==> config.mk <==
export PLATFORM = sky130hd
export DESIGN_NAME = alu_sub_serial_16b_flat
export DESIGN_NICKNAME = d
export VERILOG_FILES = /design/src/rtl/alu_sub_serial_16b_if.sv /design/src/rtl/alu_sub_serial_16b.sv /design/src/flat_wrapper.sv
export SDC_FILE = /design/constraint.sdc
export NUM_CORES = 1
export LEC_CHECK = 0
export ABC_CLOCK_PERIOD_IN_PS = 2400
export CORE_MARGIN = 10
export CORE_UTILIZATION = 46
export CTS_CLUSTER_DIAMETER = 200
export DETAILED_ROUTE_END_ITERATION = 10
export GPL_TIMING_DRIVEN = 0
export MAX_ROUTING_LAYER = met4
export PLACE_DENSITY = 0.75
export SYNTH_ARGS = -nofsm -noshare
export SYNTH_HDL_FRONTEND = slang
export SYNTH_SLANG_ARGS = --single-unit
==> constraint.sdc <==
create_clock -name clk -period 2.4 [get_ports clk]
set_input_delay 0.36 -clock clk [delete_from_list [all_inputs] [get_ports clk]]
set_output_delay 0.36 -clock clk [all_outputs]
set_load 0.1 [all_outputs]
==> src/rtl/alu_sub_serial_16b_if.sv <==
// Start/done handshake and result bus between the ALU sequencer and the
// digit-serial subtractor.
interface alu_sub_serial_16b_if #(
  parameter int WIDTH = 16
) ();
  logic             start;
  logic [WIDTH-1:0] a;
  logic [WIDTH-1:0] b;
  logic             bin;
  logic             busy;
  logic             done;
  logic [WIDTH-1:0] diff;
  logic             bout;
  logic             sign;
  logic             zero;
  logic             parity;
  logic             overflow;

  modport master (
    output start, a, b, bin,
    input  busy, done, diff, bout, sign, zero, parity, overflow
  );

  modport slave (
    input  start, a, b, bin,
    output busy, done, diff, bout, sign, zero, parity, overflow
  );
endinterface

==> src/rtl/alu_sub_serial_16b.sv <==
// Digit-serial subtractor: diff = a - b - bin, DIGIT bits per cycle, LSB digit
// first, with registered borrow/sign/zero/parity/overflow flags.
module alu_sub_serial_16b #(
  parameter int WIDTH = 16,
  parameter int DIGIT = 4
) (
  input logic                clk,
  input logic                rst_n,
  alu_sub_serial_16b_if.slave bus
);
  localparam int NUM_DIG = WIDTH / DIGIT;
  localparam int CW      = (NUM_DIG > 1) ? $clog2(NUM_DIG) : 1;
  localparam logic [CW-1:0] LAST_DIG = CW'(NUM_DIG - 1);

  typedef enum logic [1:0] {IDLE, RUN, DONE} state_t;

  state_t           state;
  state_t           state_next;
  logic             busy_c;
  logic             done_c;
  logic             accept;
  logic             last;

  logic [WIDTH-1:0] a_sh;
  logic [WIDTH-1:0] b_sh;
  logic [WIDTH-1:0] res_sh;
  logic             borrow;
  logic             a_msb;
  logic             b_msb;
  logic [CW-1:0]    cnt;

  logic [DIGIT:0]   dig_sum;
  logic [WIDTH-1:0] dig_ext;
  logic [WIDTH-1:0] res_next;
  logic             borrow_next;

  logic [WIDTH-1:0] diff_q;
  logic             bout_q;
  logic             sign_q;
  logic             zero_q;
  logic             parity_q;
  logic             overflow_q;

  always_ff @(posedge clk or negedge rst_n) begin
    if (!rst_n) begin
      state <= IDLE;
    end else begin
      state <= state_next;
    end
  end

  always_comb begin
    state_next = state;
    busy_c     = 1'b0;
    done_c     = 1'b0;
    accept     = 1'b0;
    last       = (cnt == LAST_DIG);
    case (state)
      IDLE: begin
        if (bus.start) begin
          accept     = 1'b1;
          state_next = RUN;
        end
      end
      RUN: begin
        busy_c = 1'b1;
        if (last) begin
          state_next = DONE;
        end
      end
      DONE: begin
        done_c = 1'b1;
        if (bus.start) begin
          accept     = 1'b1;
          state_next = RUN;
        end else begin
          state_next = IDLE;
        end
      end
      default: state_next = IDLE;
    endcase
  end

  // One digit of a + ~b + ~borrow; the carry out is the inverted borrow.
  always_comb begin
    dig_sum     = {1'b0, a_sh[DIGIT-1:0]} + {1'b0, ~b_sh[DIGIT-1:0]}
                + {{DIGIT{1'b0}}, ~borrow};
    borrow_next = ~dig_sum[DIGIT];
    dig_ext     = WIDTH'(dig_sum[DIGIT-1:0]);
    res_next    = (res_sh >> DIGIT) | (dig_ext << (WIDTH - DIGIT));
  end

  always_ff @(posedge clk or negedge rst_n) begin
    if (!rst_n) begin
      a_sh   <= '0;
      b_sh   <= '0;
      res_sh <= '0;
      borrow <= 1'b0;
      a_msb  <= 1'b0;
      b_msb  <= 1'b0;
      cnt    <= '0;
    end else if (accept) begin
      a_sh   <= bus.a;
      b_sh   <= bus.b;
      res_sh <= '0;
      borrow <= bus.bin;
      a_msb  <= bus.a[WIDTH-1];
      b_msb  <= bus.b[WIDTH-1];
      cnt    <= '0;
    end else if (state == RUN) begin
      a_sh   <= a_sh >> DIGIT;
      b_sh   <= b_sh >> DIGIT;
      res_sh <= res_next;
      borrow <= borrow_next;
      cnt    <= cnt + 1'b1;
    end
  end

  // Visible results change only on the edge that enters DONE.
  always_ff @(posedge clk or negedge rst_n) begin
    if (!rst_n) begin
      diff_q     <= '0;
      bout_q     <= 1'b0;
      sign_q     <= 1'b0;
      zero_q     <= 1'b0;
      parity_q   <= 1'b0;
      overflow_q <= 1'b0;
    end else if (state == RUN && last) begin
      diff_q     <= res_next;
      bout_q     <= borrow_next;
      sign_q     <= res_next[WIDTH-1];
      zero_q     <= (res_next == '0);
      parity_q   <= ~(^res_next);
      overflow_q <= (a_msb & ~b_msb & ~res_next[WIDTH-1])
                  | (~a_msb & b_msb & res_next[WIDTH-1]);
    end
  end

  assign bus.busy     = busy_c;
  assign bus.done     = done_c;
  assign bus.diff     = diff_q;
  assign bus.bout     = bout_q;
  assign bus.sign     = sign_q;
  assign bus.zero     = zero_q;
  assign bus.parity   = parity_q;
  assign bus.overflow = overflow_q;
endmodule

==> src/flat_wrapper.sv <==
// flat-port wrapper written by rule: the top's interface ports become plain ports
module alu_sub_serial_16b_flat 
#(
  parameter int WIDTH = 16,
  parameter int DIGIT = 4
)
  (clk, rst_n, bus_start, bus_a, bus_b, bus_bin, bus_busy, bus_done, bus_diff, bus_bout, bus_sign, bus_zero, bus_parity, bus_overflow);
  alu_sub_serial_16b_if #(.WIDTH(WIDTH)) bus_i ();
  input logic clk;
  input logic rst_n;
  input wire logic [$bits(bus_i.start)-1:0] bus_start;
  input wire logic [$bits(bus_i.a)-1:0] bus_a;
  input wire logic [$bits(bus_i.b)-1:0] bus_b;
  input wire logic [$bits(bus_i.bin)-1:0] bus_bin;
  output wire logic [$bits(bus_i.busy)-1:0] bus_busy;
  output wire logic [$bits(bus_i.done)-1:0] bus_done;
  output wire logic [$bits(bus_i.diff)-1:0] bus_diff;
  output wire logic [$bits(bus_i.bout)-1:0] bus_bout;
  output wire logic [$bits(bus_i.sign)-1:0] bus_sign;
  output wire logic [$bits(bus_i.zero)-1:0] bus_zero;
  output wire logic [$bits(bus_i.parity)-1:0] bus_parity;
  output wire logic [$bits(bus_i.overflow)-1:0] bus_overflow;
  assign bus_i.start = bus_start;
  assign bus_i.a = bus_a;
  assign bus_i.b = bus_b;
  assign bus_i.bin = bus_bin;
  assign bus_busy = bus_i.busy;
  assign bus_done = bus_i.done;
  assign bus_diff = bus_i.diff;
  assign bus_bout = bus_i.bout;
  assign bus_sign = bus_i.sign;
  assign bus_zero = bus_i.zero;
  assign bus_parity = bus_i.parity;
  assign bus_overflow = bus_i.overflow;
  alu_sub_serial_16b #(.WIDTH(WIDTH), .DIGIT(DIGIT)) u_core (.clk(clk), .rst_n(rst_n), .bus(bus_i));
endmodule
# --- After elaboration in Yosys (flattened, before gate mapping) ---
# Index checks and enable logic that the tools add are counted.
classes:
  addsub: 3
  eq_ne: 5
  mux: 18
  n_bitwise: 13
  n_reduce_logical: 7
ops:
  columns: ["op", "count"]
  rows:
  - ["$mux 16", 6]
  - ["$logic_not 16->1", 1]
  - ["$or 12x16->16", 1]
  - ["$reduce_xor 16->1", 1]
  - ["$mux 2", 4]
  - ["$mux 1", 7]
  - ["$not 1->1", 6]
  - ["$pmux 2 s3", 1]
  - ["$add 4x4->5", 1]
  - ["$add 5x1->5", 1]
  - ["$and 1x1->1", 4]
  - ["$eq 2x2->1 const B", 2]
  - ["$not 4->4", 1]
  - ["$add 2x1->2 const B", 1]
  - ["$eq 2x1->1 const B", 1]
  - ["$logic_not 2->1", 1]
  - ["$ne 2x1->1 const B", 1]
  - ["$ne 2x2->1 const B", 1]
  - ["$reduce_and 2->1", 1]
  - ["$reduce_bool 2->1", 1]
  - ["$reduce_or 2->1", 1]
  - ["$logic_and 1x1->1", 1]
  - ["$or 1x1->1", 1]
word_totals:
  register_bits: 76
  in_bits: 36
  output_inout_bits: 23
  elab_cells: 60

# --- Depth between registers and ports, before layout ---
# Gate-level depths: netlist of the first run.
depth:
  word_depth: 7
  mapped_depth: 11
  ltp_nobuf: 11

# --- Least setup slack after synthesis of the first run ---
# No wires, ideal clock.
synth_path:
  path_kind: "register -> register"
  startpoint: "reg u_core.borrow"
  endpoint: "reg u_core.parity_q, in the netlist u_core.bus.parity"
  setup_time_ps: 129
  arrival_time_ps: 2340
  required_ps: 2271
  path_slack_ps: -69
  stages_incl_launch_ff: 11
  path_buffers: 0
  period_less_slack_ps: 2469
  cell_sequence: "dfrtp_1 -> fa_1 -> inv_1 -> fa_1 -> inv_1 -> ha_1 -> xnor2_1 -> xnor3_1 -> xnor2_1 -> xnor2_1 -> o21ai_1"
synth_via:
  elab_chain_cells: 5
synth_lines:
  columns: ["element", "line", "rtl"]
  rows:
  - ["start, declared", "alu_sub_serial_16b.sv:27", "logic borrow;"]
  - ["start signal, assigned", "alu_sub_serial_16b.sv:106", "borrow <= bus.bin;"]
  - ["start signal, assigned", "alu_sub_serial_16b.sv:114", "borrow <= borrow_next;"]
  - ["$not 1->1", "alu_sub_serial_16b.sv:87", "+ {{DIGIT{1'b0}}, ~borrow};"]
  - ["$add 5x1->5", "alu_sub_serial_16b.sv:87", null]
  - ["named net u_core.dig_sum[1]", "alu_sub_serial_16b.sv:32", "logic [DIGIT:0] dig_sum;"]
  - ["$or 12x16->16", "alu_sub_serial_16b.sv:90", "res_next = (res_sh >> DIGIT) | (dig_ext << (WIDTH - DIGIT));"]
  - ["$reduce_xor 16->1", "alu_sub_serial_16b.sv:133", "parity_q <= ~(^res_next);"]
  - ["$not 1->1", "alu_sub_serial_16b.sv:133", null]
  - ["end signal, assigned", "alu_sub_serial_16b.sv:133", null]
  - ["end, declared", "alu_sub_serial_16b.sv:41", "logic parity_q;"]
# The timed path passes the listed nets, and every way through them passes these cells.
# A chain may end at the register's enable or synchronous reset.

# --- Worst setup path in the final report of the first run ---
# Ends and elaborated chain as after synthesis.

==> flow_metrics.env, run 1 <==
export IMPL_yosysTopAreaCell="dfrtp_1"
export IMPL_arrival_ns=2.71
export IMPL_synthTopCellsByCount="nand2_1, dfrtp_1, o21ai_0, a22oi_1, inv_1"
export IMPL_synth_ff_type="dfrtp_1"
export IMPL_worst_pin_slew_ns=0.981
export IMPL_yosysSeqAreaShare_pct=57.8
export IMPL_drc=0
export IMPL_place_inst=425
export IMPL_grt_max_degree=72
export IMPL_reg2reg_from="u_core.borrow"
export IMPL_via_per_inst=5.28
export IMPL_r2r_cells=10
export IMPL_violations="negative setup slack"
export IMPL_root_buffer="clkbuf_8"
export IMPL_path_clk_slew_ns=0.07
export IMPL_final_cells=444
export IMPL_hold_class="input port to asynchronous set/reset pin"
export IMPL_skew_ns=0.00754
export IMPL_nets=411
export IMPL_gp_congestion=0.832
export IMPL_dieArea_um2=10400
export IMPL_grt_ovfl_total=0
export IMPL_portBuffers=58
export IMPL_antenna_found_initial=0
export IMPL_drt_pre_antenna_iters=5
export IMPL_start_util_pct=47.8
export IMPL_first_global_vias=2496
export IMPL_syn_num_nets=339
export IMPL_cts_buffers=9
export IMPL_clock_sinks=71
export IMPL_yosysUniqueCellTypes=30
export IMPL_wl_um=7020
export IMPL_r2r_slack_ns=-0.09
export IMPL_max_cap_viol_count=0
export IMPL_clkLatencyLatePin_ns=0.35
export IMPL_grtUsageTotal_pct=15.1
export IMPL_yosys_register_bits=71
export IMPL_synth_most_common_cell="nand2_1"
export IMPL_slew_headroom_pct=34.4
export IMPL_status="finished, violations left"
export IMPL_dp_hpwl_um=5000
export IMPL_ant_nets=0
export IMPL_worstPathMaxFanout=2
export IMPL_drive_gt1_share_pct=9.26
export IMPL_multiInputGateArea_um2=1180
export IMPL_hold_viol=0
export IMPL_die_y_um=102
export IMPL_min_period_ns=2.49
export IMPL_asyncSetResetFlopFracSynth_pct=100
export IMPL_n_antenna_cell=0
export IMPL_fin_crit_sh_pct=104
export IMPL_pin_count=59
export IMPL_rows=29
export IMPL_clock_path_buffers=2
export IMPL_nFillCells=548
export IMPL_area_delta_synth_final_pct=29.6
export IMPL_syn_inst=290
export IMPL_critPathKind="register to register"
export IMPL_drv_slew=0
export IMPL_die_w_um=102
export IMPL_fin_ws_ns=-0.0858
export IMPL_register_area_um2=1780
export IMPL_grt_first_pass_wirelength_um=11800
export IMPL_yosys_warnings=0
export IMPL_startpoint_type="register"
export IMPL_wl_per_cell_um=15.8
export IMPL_crit_required_ns=2.62
export IMPL_finalSetupViolations=1
export IMPL_via_count=2346
export IMPL_synth_area_leaders="dfrtp_1, nand2_1, a22oi_1"
export IMPL_synth_edf_count=0
export IMPL_netlist_area_um2=3070
export IMPL_rsz0062_at_grt="true"
export IMPL_rr_endpoint="u_core.bus.parity"
export IMPL_synth_top_cell_area_share_pct=57.8
export IMPL_cts_max_level=3
export IMPL_avgSynthCellArea_um2=10.6
export IMPL_cts_tree="yes"
export IMPL_cp_end_kind="register"
export IMPL_fp_coreArea_um2=6420
export IMPL_initialDrtViolationCount=100
export IMPL_fmax_mhz=402
[cell usage in the layout (no fill, tap or decap), types with 2 or more instances in the layout]
cell	count
inv_2	4
nor2b_1	4
xor2_1	2
ha_1	10
inv_1	16
nor3_1	4
clkdlybuf4s50_1	55
xnor2_1	4
a21oi_1	2
clkbuf_1	17
a22o_1	11
nand2_1	72
a22oi_1	21
buf_4	5
dfrtp_1	71
clkbuf_8	10
o21ai_0	26
mux2_2	5
o21ai_1	3
a221o_1	4
[routing by layer]
metal  up-vias  track usage [%]  share of wire [%]
met2        70             23.4                 48
met5         -                -                  0
met3        10             3.74                6.2
met4         0             6.93                1.5
li1       1128                -                  -
met1      1138             18.1                 45
[layout make-up]
class	instances	area share, %
timing repair buffer	61	15.0
buffer	17	1.73
multi-input combinational	182	29.5
clock buffer	13	3.74
inverter	20	1.89
clock inverter	3	1.07
sequential	71	44.6
tap	77	2.42
[cell families (layout without fill, tap and decap cells)]
kind of cell | count (synthesis) | in the layout | synth area share (%)
XOR/XNOR | 9 | 9 | 3.26
multiplexers | 6 | 6 | 2.16
buffers and inverters | 37 | 114 | 4.64
adder cells (fa/ha/maj) | 13 | 13 | 5.78
AO/OA/AOI/OAI | 69 | 69 | 15.1
flip-flops | 71 | 71 | 57.8
AND/OR/NAND/NOR | 85 | 85 | 11.2
[sequential cells by signal, indices dropped and copies added, names as in the netlist, 2 cells and up]
register and flops:
u_core.state 2, u_core.a_sh 16, u_core.bus.diff 15, u_core.res_sh 12, u_core.cnt 2, u_core.b_sh 16
[metrics by stage]
stage	setup WS (ns)	hold slack (ns)	area, um2	setup TNS [ns]	utilization, %
final	-0.0858	0.125	3980	-0.0858	62.0
after global routing	-0.187	0.207	3980	-0.187	62.0
after CTS	-0.144	0.164	3960	-0.195	61.7
after detailed placement	-0.373	0.463	3750	-0.666	58.4
after global placement	-1.36	0.458	3750	-97.24	58.4
after floorplan	0.00561	0.0644	3080	0	-
[critical path, stage by stage, from the launching register on]
cell     delay (ns)
dfrtp_1        0.40
fa_2           0.39
inv_2          0.06
fa_1           0.42
inv_2          0.11
ha_4           0.21
xnor2_2        0.14
xnor3_1        0.24
xnor2_1        0.18
xnor2_1        0.14
o21ai_1        0.08
[repair_timing]
action | CTS | global route
hold buffers | 0 | 0
hold endpoints to repair | 0 | 0
resized for setup | 11 | 3
setup buffers | 1 | 2
pin swaps | 4 | 2
endpoints found under the setup margin | 3 | 2
[worst max-delay path by stage]
stage / from / endpoint / slack [ns] / cells after the start
CTS: u_core.borrow / u_core.bus.parity / -0.14 / 10
global route: u_core.a_sh[0] / u_core.bus.parity / -0.19 / 11
floorplan: u_core.a_sh[0] / u_core.bus.parity / 0.006 / 11
finish: u_core.borrow / u_core.bus.parity / -0.09 / 10
global placement: rst_n / u_core.a_sh[13] / -1.36 / 1
detailed placement: u_core.state[1] / bus_busy / -0.37 / 4
Power of run 1 is left out: the tool's default activity adds up to more than one toggle a clock period on the data nets, which glitch-free logic cannot reach.
==> inputs of run 2 (changes only) <==
CORE_ASPECT_RATIO = 1.4   (was default)
==> flow_metrics.env, run 2 (synthesized netlist as in run 1, its figures left out) <==
export IMPL_status="finished, violations left"
export IMPL_violations="negative setup slack"
export IMPL_critPathKind="register to register"
export IMPL_via_count=2332
export IMPL_via_per_inst=5.30
export IMPL_grt_ovfl_total=0
export IMPL_dp_hpwl_um=5340
export IMPL_start_util_pct=47.1
export IMPL_cts_buffers=9
export IMPL_slew_headroom_pct=34.1
export IMPL_antenna_found_initial=0
export IMPL_initialDrtViolationCount=143
export IMPL_r2r_cells=10
export IMPL_ant_nets=0
export IMPL_root_buffer="clkbuf_8"
export IMPL_worstPathMaxFanout=2
export IMPL_crit_required_ns=2.62
export IMPL_hold_viol=0
export IMPL_pin_count=59
export IMPL_first_global_vias=2582
export IMPL_wl_um=7250
export IMPL_hold_buffers=0
export IMPL_drv_slew=0
export IMPL_dpl_instance_area_um2=3750
export IMPL_fin_ws_ns=-0.114
export IMPL_n_antenna_cell=0
export IMPL_arrival_ns=2.73
export IMPL_finalSetupViolations=1
export IMPL_rows=35
export IMPL_clock_path_buffers=2
export IMPL_fin_crit_sh_pct=105
export IMPL_portBuffers=58
export IMPL_final_common_cell="nand2_1"
export IMPL_fp_coreArea_um2=6530
export IMPL_gp_congestion=0.794
export IMPL_grt_max_degree=72
export IMPL_die_w_um=89.1
export IMPL_final_cell_mix="nand2_1, dfrtp_1, clkdlybuf4s50_1, o21ai_0, a22oi_1"
export IMPL_worst_pin_slew_ns=0.985
export IMPL_clock_sinks=71
export IMPL_min_period_ns=2.51
export IMPL_dieArea_um2=10400
export IMPL_wl_per_cell_um=16.5
export IMPL_clkLatencyLatePin_ns=0.35
export IMPL_drt_pre_antenna_iters=4
export IMPL_die_y_um=117
export IMPL_max_cap_viol_count=0
export IMPL_grtUsageTotal_pct=15.5
export IMPL_nets=410
export IMPL_drive_gt1_share_pct=9.56
export IMPL_area_delta_synth_final_pct=30.5
export IMPL_fmax_mhz=398
export IMPL_startpoint_type="register"
export IMPL_cp_end_kind="register"
export IMPL_nFillCells=568
export IMPL_drc=0
export IMPL_path_clk_slew_ns=0.08
export IMPL_cts_tree="yes"
export IMPL_skew_ns=0.0117
export IMPL_rsz0062_at_grt="true"
export IMPL_grt_first_pass_wirelength_um=12000
export IMPL_fin_area_um2=4010
export IMPL_hold_class="input port to asynchronous set/reset pin"
export IMPL_cts_max_level=3
## run 2: critical path, cell delays in order (launching register included)
cell,delay (ns)
dfrtp_1,0.41
fa_2,0.41
inv_2,0.06
fa_1,0.41
inv_2,0.10
ha_4,0.21
xnor2_2,0.15
xnor3_1,0.25
xnor2_1,0.18
xnor2_1,0.14
o21ai_1,0.07
## run 2: area by class of cell
class | instances | area (um2) | area share (%)
multi-input combinational | 182 | 1180 | 29.5
tap | 74 | 92.6 | 2.31
buffer | 17 | 68.8 | 1.72
timing repair buffer | 60 | 589 | 14.7
clock buffer | 11 | 141 | 3.53
inverter | 20 | 75.1 | 1.87
sequential | 71 | 1780 | 44.3
clock inverter | 5 | 81.3 | 2.03
## run 2: layer usage
metal  track usage (%)  up-vias  part of all wire, %
li1                  -     1117                    -
met1              16.7     1133                   41
met2              26.4       71                   52
met3              4.12       11                  5.4
met4              6.17        0                  1.4
met5                 -        -                    0
## run 2: worst paths after layout
path | startpoint | to | slack [ns]
max in group asynchronous | rst_n | u_core.a_msb | 1.67
min | rst_n | u_core.bus.diff[4] | 0.12
max reg2reg | u_core.borrow | u_core.bus.parity | -0.11
max | u_core.borrow | u_core.bus.parity | -0.11
min in group clk | u_core.bus.diff[11] | u_core.bus.diff[11] | 0.48
min reg2reg | u_core.bus.diff[11] | u_core.bus.diff[11] | 0.48
## run 2: timing repair
| action | CTS | global route |
|---|---|---|
| pin swaps | 4 | 1 |
| gates resized for setup | 10 | 4 |
| setup endpoints to repair | 3 | 2 |
| hold endpoints to repair | 0 | 0 |
| setup buffers | 2 | 0 |
## run 2: per-stage QoR
stage	worst slack (ns)	util (%)	cells	TNS, ns	hold WS [ns]
finish	-0.114	61.4	440	-0.114	0.119
global route	-0.227	61.4	440	-0.227	0.197
CTS	-0.145	61.3	440	-0.188	0.162
detailed placement	-0.398	57.4	422	-0.665	0.465
global placement	-1.34	57.4	422	-95.70	0.459
floorplan	0.00561	-	290	0	0.0644
Power of run 2 is left out for the same reason.
